===== config.mk =====
export PLATFORM = sky130hd
export DESIGN_NAME = iterative_shift_unit_flat
export DESIGN_NICKNAME = d
export VERILOG_FILES = /design/src/rtl/iterative_shift_unit_pkg.sv /design/src/rtl/iterative_shift_unit_if.sv /design/src/rtl/iterative_shift_unit_shift_step.sv /design/src/rtl/iterative_shift_unit.sv /design/src/flat_wrapper.sv
export SDC_FILE = /design/constraint.sdc
export NUM_CORES = 1
export LEC_CHECK = 0
export CAP_MARGIN = 30
export CORE_ASPECT_RATIO = 1.2
export CORE_UTILIZATION = 52
export DETAILED_ROUTE_END_ITERATION = 8
export PLACE_DENSITY_LB_ADDON = 0.15
export RECOVER_POWER = 50
export SLEW_MARGIN = 20
export SYNTH_ARGS = -nofsm -noshare
export SYNTH_HDL_FRONTEND = slang
export SYNTH_HIERARCHICAL = 1
export SYNTH_SLANG_ARGS = --single-unit

===== constraint.sdc =====
create_clock -name clk -period 2.7 [get_ports clk]
set_input_delay 0.81 -clock clk [delete_from_list [all_inputs] [get_ports clk]]
set_output_delay 0.81 -clock clk [all_outputs]
set_load 0.01 [all_outputs]

===== src/rtl/iterative_shift_unit_pkg.sv =====
// Shared constants for the iterative shift unit: operation codes and FSM state encoding.
// The reserved op code (2'b10) has no name; it falls through to the left-shift path.
package iterative_shift_unit_pkg;

  localparam int ADDR_WIDTH = 32;

  localparam logic [1:0] SHIFT_OP_SLL = 2'b00;
  localparam logic [1:0] SHIFT_OP_SRL = 2'b01;
  localparam logic [1:0] SHIFT_OP_SRA = 2'b11;

  typedef enum logic [1:0] {
    SHU_IDLE  = 2'd0,
    SHU_SHIFT = 2'd1,
    SHU_DONE  = 2'd2
  } shu_state_e;

endpackage


===== src/rtl/iterative_shift_unit_if.sv =====
// Request/response bundle of the iterative shift unit plus its flush and busy side-band.
// master = pipeline side issuing requests and consuming results; slave = the shift unit.
interface iterative_shift_unit_if #(
  parameter int DATA_W  = iterative_shift_unit_pkg::ADDR_WIDTH,
  parameter int SHAMT_W = 5
);

  logic               flush;
  logic               in_valid;
  logic               in_ready;
  logic [1:0]         op;
  logic [DATA_W-1:0]  data_in;
  logic [SHAMT_W-1:0] shamt;
  logic               out_valid;
  logic               out_ready;
  logic [DATA_W-1:0]  data_out;
  logic               busy;

  modport master (
    output flush, in_valid, op, data_in, shamt, out_ready,
    input  in_ready, out_valid, data_out, busy
  );

  modport slave (
    input  flush, in_valid, op, data_in, shamt, out_ready,
    output in_ready, out_valid, data_out, busy
  );

endinterface


===== src/rtl/iterative_shift_unit_shift_step.sv =====
// One-bit shift of the accumulator; purely combinational, zero latency, no handshake.
// Kept separate so direction/fill selection can be replicated for multi-bit-per-cycle variants.
module iterative_shift_unit_shift_step
  import iterative_shift_unit_pkg::*;
#(
  parameter int DATA_W = ADDR_WIDTH
) (
  input  logic [1:0]        i_op,
  input  logic [DATA_W-1:0] i_acc,
  output logic [DATA_W-1:0] o_acc
);

  always_comb begin
    o_acc = {i_acc[DATA_W-2:0], 1'b0};
    case (i_op)
      SHIFT_OP_SRL: o_acc = {1'b0, i_acc[DATA_W-1:1]};
      // The MSB is never overwritten, so replicating it keeps the operand's original sign.
      SHIFT_OP_SRA: o_acc = {i_acc[DATA_W-1], i_acc[DATA_W-1:1]};
      default:      ;
    endcase
  end

endmodule


===== src/rtl/iterative_shift_unit.sv =====
// SLL/SRL/SRA at one bit per cycle; result valid shamt+1 cycles after acceptance.
// Result is held in DONE until out_ready; no new request is taken until the result leaves.
module iterative_shift_unit
  import iterative_shift_unit_pkg::*;
#(
  parameter int DATA_W  = ADDR_WIDTH,
  parameter int SHAMT_W = 5
) (
  input  logic                 clk,
  input  logic                 rst_n,
  iterative_shift_unit_if.slave bus
);

  shu_state_e         r_state;
  shu_state_e         w_state_nxt;
  logic [DATA_W-1:0]  r_acc;
  logic [DATA_W-1:0]  w_acc_nxt;
  logic [DATA_W-1:0]  w_acc_step;
  logic [DATA_W-1:0]  r_data_out;
  logic [SHAMT_W-1:0] r_cnt;
  logic [SHAMT_W-1:0] w_cnt_nxt;
  logic [1:0]         r_op;
  logic [1:0]         w_op_nxt;
  logic               r_out_valid;
  logic               r_busy;
  logic               w_accept;

  iterative_shift_unit_shift_step #(
    .DATA_W (DATA_W)
  ) u_shift_step (
    .i_op  (r_op),
    .i_acc (r_acc),
    .o_acc (w_acc_step)
  );

  // in_ready depends only on state and reset; a flush in the same cycle vetoes the accept instead.
  assign bus.in_ready  = rst_n && (r_state == SHU_IDLE);
  assign w_accept      = bus.in_valid && bus.in_ready && !bus.flush;
  assign bus.out_valid = r_out_valid;
  assign bus.data_out  = r_data_out;
  assign bus.busy      = r_busy;

  always_comb begin
    w_state_nxt = r_state;
    w_acc_nxt   = r_acc;
    w_cnt_nxt   = r_cnt;
    w_op_nxt    = r_op;

    case (r_state)
      SHU_IDLE: begin
        if (w_accept) begin
          w_acc_nxt   = bus.data_in;
          w_op_nxt    = bus.op;
          w_cnt_nxt   = bus.shamt;
          w_state_nxt = (bus.shamt == '0) ? SHU_DONE : SHU_SHIFT;
        end
      end
      SHU_SHIFT: begin
        w_acc_nxt = w_acc_step;
        w_cnt_nxt = r_cnt - SHAMT_W'(1);
        if (r_cnt == SHAMT_W'(1)) begin
          w_state_nxt = SHU_DONE;
        end
      end
      SHU_DONE: begin
        if (bus.out_ready) begin
          w_state_nxt = SHU_IDLE;
        end
      end
      default: w_state_nxt = SHU_IDLE;
    endcase

    if (bus.flush) begin
      w_state_nxt = SHU_IDLE;
    end
  end

  always_ff @(posedge clk) begin
    if (!rst_n) begin
      r_state     <= SHU_IDLE;
      r_acc       <= '0;
      r_cnt       <= '0;
      r_op        <= SHIFT_OP_SLL;
      r_out_valid <= 1'b0;
      r_data_out  <= '0;
      r_busy      <= 1'b0;
    end else begin
      r_state     <= w_state_nxt;
      r_acc       <= w_acc_nxt;
      r_cnt       <= w_cnt_nxt;
      r_op        <= w_op_nxt;
      r_out_valid <= (w_state_nxt == SHU_DONE);
      r_busy      <= (w_state_nxt != SHU_IDLE);
      // acc does not move in DONE, so reloading here keeps data_out stable while stalled.
      if (w_state_nxt == SHU_DONE) begin
        r_data_out <= w_acc_nxt;
      end
    end
  end

endmodule


===== src/flat_wrapper.sv =====
// flat-port wrapper written by rule: the top's interface ports become plain ports
module iterative_shift_unit_flat import iterative_shift_unit_pkg::*;
#(
  parameter int DATA_W  = ADDR_WIDTH,
  parameter int SHAMT_W = 5
)
  (clk, rst_n, bus_flush, bus_in_valid, bus_op, bus_data_in, bus_shamt, bus_out_ready, bus_in_ready, bus_out_valid, bus_data_out, bus_busy);
  iterative_shift_unit_if #(.DATA_W(DATA_W), .SHAMT_W(SHAMT_W)) bus_i ();
  input  logic clk;
  input  logic rst_n;
  input wire logic [$bits(bus_i.flush)-1:0] bus_flush;
  input wire logic [$bits(bus_i.in_valid)-1:0] bus_in_valid;
  input wire logic [$bits(bus_i.op)-1:0] bus_op;
  input wire logic [$bits(bus_i.data_in)-1:0] bus_data_in;
  input wire logic [$bits(bus_i.shamt)-1:0] bus_shamt;
  input wire logic [$bits(bus_i.out_ready)-1:0] bus_out_ready;
  output wire logic [$bits(bus_i.in_ready)-1:0] bus_in_ready;
  output wire logic [$bits(bus_i.out_valid)-1:0] bus_out_valid;
  output wire logic [$bits(bus_i.data_out)-1:0] bus_data_out;
  output wire logic [$bits(bus_i.busy)-1:0] bus_busy;
  assign bus_i.flush = bus_flush;
  assign bus_i.in_valid = bus_in_valid;
  assign bus_i.op = bus_op;
  assign bus_i.data_in = bus_data_in;
  assign bus_i.shamt = bus_shamt;
  assign bus_i.out_ready = bus_out_ready;
  assign bus_in_ready = bus_i.in_ready;
  assign bus_out_valid = bus_i.out_valid;
  assign bus_data_out = bus_i.data_out;
  assign bus_busy = bus_i.busy;
  iterative_shift_unit #(.DATA_W(DATA_W), .SHAMT_W(SHAMT_W)) u_core (.clk(clk), .rst_n(rst_n), .bus(bus_i));
endmodule

---- Word-level counts from Yosys, hierarchy flattened ----
Cells that the tools add are included.
Widths: inputs -> output; s select.
word-level totals
  output and inout port bits .............. 35
  flip-flop bits (word level) ............. 75
  bits of input ports ..................... 44
  logic and storage cells ................. 36
cells by class
  multiplexer cells ....................... 11
  eq/ne operators ......................... 7
  add/subtract/negate cells ............... 1
  reduce and logical (&&, ||, !) cells .... 10
operators by type and width
  cell                 count
  $pmux 32 s2          2
  $mux 32              1
  $mux 2               5
  $pmux 5 s2           1
  $eq 2x2->1 const B   3
  $pmux 2 s3           1
  $eq 5x1->1 const B   1
  $logic_not 5->1      1
  $mux 5               1
  $sub 5x1->5 const B  1
  $eq 2x1->1 const B   2
  $reduce_and 2->1     2
  $reduce_bool 2->1    2
  $logic_and 1x1->1    3
  $logic_not 2->1      1
  $ne 2x1->1 const B   1
  $logic_not 1->1      1

---- Depth between registers and ports, before layout ----
  depth in word-level cells ............... 8
  depth in mapped cells ................... 7
  gate-level depth less buffers ........... 6

---- Modules after synthesis ----
The synthesis kept the hierarchy.
modules (own cells, without submodules)
  module                           cells an instance  area an instance (um^2)  instances  seq. area each (um^2)
  iterative_shift_unit             380                3497.1                   1          1501.4
  iterative_shift_unit_shift_step  38                 521.8                    1          0.0

---- Worst setup path before layout ----
OpenSTA, ideal clock, no wires.
  kind .................................... input port to output port
  start point ............................. input port rst_n
  end point ............................... output port bus_in_ready
  path slack .............................. 0.463 ns
  buffers on the path ..................... 1
  arrival time ............................ 1.427 ns
  required time ........................... 1.890 ns
  cell stages on the path ................. 3
  cell sequence ........................... clkbuf_1 clkinv_1 nor2_1
on the way
  word-level cells in the longest chain between the ends .. 1
RTL lines
  element            RTL line                    source
  from (decl)        flat_wrapper.sv:10          input logic rst_n;
  $logic_and 1x1->1  iterative_shift_unit.sv:37  assign bus.in_ready = rst_n && (r_state == SHU_IDLE);
  to (decl)          flat_wrapper.sv:17          output wire logic [$bits(bus_i.in_ready)-1:0] bus_in_ready;
Every way passes these cells.

---- Final worst setup path ----
  start point ............................. input port bus_flush
  end point ............................... register u_core.r_data_out[28] (netlist: u_core/bus.data_out[28])
on the way
  word-level cells in the longest chain between the ends .. 6
  elaborated cells between the ends (all ways) .. 8
  those cells by class .................... eq/ne: 1; mux: 5; reduce/logical: 2
RTL lines
  element               RTL line                    source
  from (decl)           flat_wrapper.sv:11          input wire logic [$bits(bus_i.flush)-1:0] bus_flush;
  $logic_not 1->1       iterative_shift_unit.sv:38  assign w_accept = bus.in_valid && bus.in_ready && !bus.flush;
  $logic_and 1x1->1     iterative_shift_unit.sv:38
  $mux 2                iterative_shift_unit.sv:51  if (w_accept) begin
  $pmux 2 s3            iterative_shift_unit.sv:49  case (r_state)
  $mux 2                iterative_shift_unit.sv:73  if (bus.flush) begin
  $eq 2x2->1            iterative_shift_unit.sv:95  if (w_state_nxt == SHU_DONE) begin
  to (signal assigned)  iterative_shift_unit.sv:96  r_data_out <= w_acc_nxt;
  to (decl)             iterative_shift_unit.sv:19  logic [DATA_W-1:0] r_data_out;
Several ways; a longest one is shown, not always the timed one.
A chain may end at the register's enable or synchronous reset.

==> flow_summary_export.csv <==
group,metric,value,unit
setup_path,criticalPathCategory,"in -> reg",
hold_path,min_from,"u_core/bus.data_out[15]$_SDFFE_PN0N_",
hold_path,hold_depth,2,
placed_design,portBuffers,78,
routing,vias,3489,
floorplan,fp.coreArea,0.00736,mm2
power,switching_share,0.238,
routing,first_pass_iters,4,
logic_synthesis,syn_area,0.00402,mm2
setup_path,reg2reg_to,"u_core/bus.data_out[8]$_SDFFE_PN0N_",
sta,hold_violations,0,
cells_and_area,diodes,0,
cells_and_area,fin_area,0.00509,mm2
routing,ant_nets,0,
floorplan,die-area,0.00809,mm2
logic_synthesis,avgSynthCellArea,9.61,um2
routing,viasPerCell,5.95,
sta,max_freq,0.395,GHz
routing,wl_per_cell,17.2,um
clock_network,clk_latency,0.34,ns
floorplan,die_w,82.3,um
clock_network,postCtsResizedCells,0,
clock_network,root_buffer,"clkbuf_8",
sta,fin_hold_ws,0.456,ns
status,status,"finished, final reports clean",
logic_synthesis,synth_top_area_frac,0.374,
sta,rsz0062_at_grt,"false",
placed_design,dp.final_hpwl,6700,um
sta,finalSetupViolCount,0,
floorplan,ioPinCount,79,
power,p_int,1.79,mW
clock_network,clockBufferDepth,2,
grt,grt.total_usage,0.266,
power,power_density,462,mW/mm2
clock_network,cts.sinks,75,
floorplan,die_y,98.3,um
power,ir_worst_vdd,276,uV
sta,fin_crit,2.53,ns
clock_network,cts_buffers,9,
power,power.total,2.35,mW
grt,grt_max_degree,64,
flow_run,maxCapViolCount,0,
sta,skew,0.00721,ns
setup_path,reg2reg_slack,0.37,ns
grt,grt_pass1_vias,3524,
clock_network,hold_buffers,0,
routing,postRouteWirelength,10100,um
placed_design,gp_congestion,0.832,
clock_network,post-cts-setup-buffers,0,
power,p_leak,2.47,nW
cells_and_area,nNetsFinal,537,
clock_network,cts.clk_slew.worst_paths,0.08,ns
cells_and_area,drive_above_1_share,0.161,
setup_path,ff2ff_path_depth,6,
grt,grt_pass1_wl,16600,um
logic_synthesis,yosysMostFrequentCell,"dfxtp_1",
power,p_switching,559,uW
setup_path,start_kind,"primary input",
placed_design,dpl_cell_area,0.00491,mm2
sta,maxSlewHeadroom,0.575,
logic_synthesis,synth_warnings,6,
hold_path,holdPathEnd,"u_core/bus.data_out[15]$_SDFFE_PN0N_",
power,p_clk_frac,0.387,
floorplan,core.rowCount,34,
power,pwr-share-comb,0.116,
setup_path,r2r-start,"u_core/r_state[1]$_SDFF_PN0_",
grt,grt-ovfl-total,0,
setup_path,end_kind,"register",
logic_synthesis,yosysTopAreaCell,"dfxtp_1",
clock_network,cts_tree,"yes",
cells_and_area,instances_no_fill,586,
logic_synthesis,yosys-top-cells-count,"dfxtp_1, mux2_4, nand2_1",
setup_path,crit_fanout,29,
logic_synthesis,synth_top_cells_by_area,"dfxtp_1, mux2_4, mux2i_1",
logic_synthesis,synthCells,418,
logic_synthesis,ys_seq_elements,75,
cells_and_area,area_growth,26.6,%
power,seqPwrFrac,0.496,
setup_path,arrival,2.74,ns
sta,tightest_slew,0.635,ns
hold_path,hold_class,"reg -> reg",
routing,drtIter0Drc,164,
grt,antenna_found_initial,0,
sta,post-route-period-util,0.937,
logic_synthesis,synthFlopType,"dfxtp_1",
routing,route.detailed.drc,0,
logic_synthesis,yosysUniqueCellTypes,45,
logic_synthesis,synth-edff-count,0,
floorplan,initial_core_util,0.546,
logic_synthesis,async_flop_share,0,
sta,maxSlewViolCount,0,
logic_synthesis,synth_nets,464,
logic_synthesis,yosysSeqAreaShare,0.374,
setup_path,cp.required,2.91,ns
placed_design,dp_cells,570,
clock_network,htree_levels,3,
==> flip-flops by register name, summed over array words and instances, names as in the netlist <==
name,count
u_core/r_acc,32
u_core/bus.busy,1
u_core/bus.data_out,32
u_core/r_state,2
u_core/r_op,2
u_core/bus.out_valid,1
u_core/r_cnt,5
==> power by group through the flow <==
stage / registers, mW / logic [mW] / clock network, mW
floorplan: 1.18 / 0.171 / 0
global placement: 1.19 / 0.272 / 0
detailed placement: 1.19 / 0.276 / 0
CTS: 1.16 / 0.279 / 0.927
global route: 1.17 / 0.297 / 0.964
finish: 1.16 / 0.273 / 0.909
==> cells by family (layout without fill, tap and decap cells) <==
family                     after synthesis  in the layout  share of synthesized area
and+or+nand+nor                        139            139                      0.202
AOI/OAI and AO/OA                       75             75                      0.145
buffers and inverters                   65            143                     0.0778
DFF                                     75             75                      0.374
muxes                                   62             62                      0.196
adders and majority gates                2              2                    0.00623
==> worst max-delay path: stages <==
cell and delay (ns):
clkdlybuf4s50_1 0.49, and3b_1 0.20, clkbuf_2 0.37, and3_1 0.35, o31ai_1 0.38, mux2i_1 0.13
==> through the flow <==
step / util / TNS, ns / worst slack (ns)
final: 0.691 / 0 / 0.170
after floorplan: - / 0 / 0.463
after global routing: 0.691 / 0 / 0.0863
after global placement: 0.667 / -0.218 / -0.0303
after CTS: 0.696 / 0 / 0.167
after detailed placement: 0.667 / -1.68 / -0.107
==> worst max-delay path by stage <==
stage                                                end    startpoint  cells past startpoint
global route         u_core/bus.data_out[8]$_SDFFE_PN0N_     bus_flush                      6
global placement     u_core/bus.data_out[7]$_SDFFE_PN0N_  bus_shamt[2]                      6
floorplan                                   bus_in_ready         rst_n                      3
finish              u_core/bus.data_out[28]$_SDFFE_PN0N_     bus_flush                      6
detailed placement   u_core/bus.data_out[6]$_SDFFE_PN0N_  bus_shamt[2]                      6
CTS                                         bus_in_ready         rst_n                      4
==> final cells by class <==
class                      count  area (um2)
clock buffer                  13         169
clock inverter                 3        45.0
fill                         607        2270
inverter                      28         105
multi-input combinational    278        2210
sequential                    75        1500
tap                           90         113
timing repair buffer          99         937
==> metal layers <==
layer  vias up  track usage  share of wire
met3        28       0.0411          0.045
met1      1680        0.323           0.44
met5         -            0              0
met2       114        0.432           0.48
met4         0        0.161          0.037
li1       1667            -              -
==> layout by cell type, fill, tap and decap left out, drive strengths merged, types with 18 or more instances in the layout <==
cell type | Yosys | final
dlygate4sd3 | 0 | 33
and3 | 23 | 23
nand2 | 29 | 29
a22o | 23 | 23
clkbuf | 20 | 19
mux2 | 39 | 39
dfxtp | 75 | 75
inv | 26 | 26
o31ai | 23 | 23
mux2i | 23 | 23
nor3b | 23 | 23
clkdlybuf4s50 | 0 | 44
nor3 | 18 | 18
No activity file was read; power rests on OpenSTA's default activity.
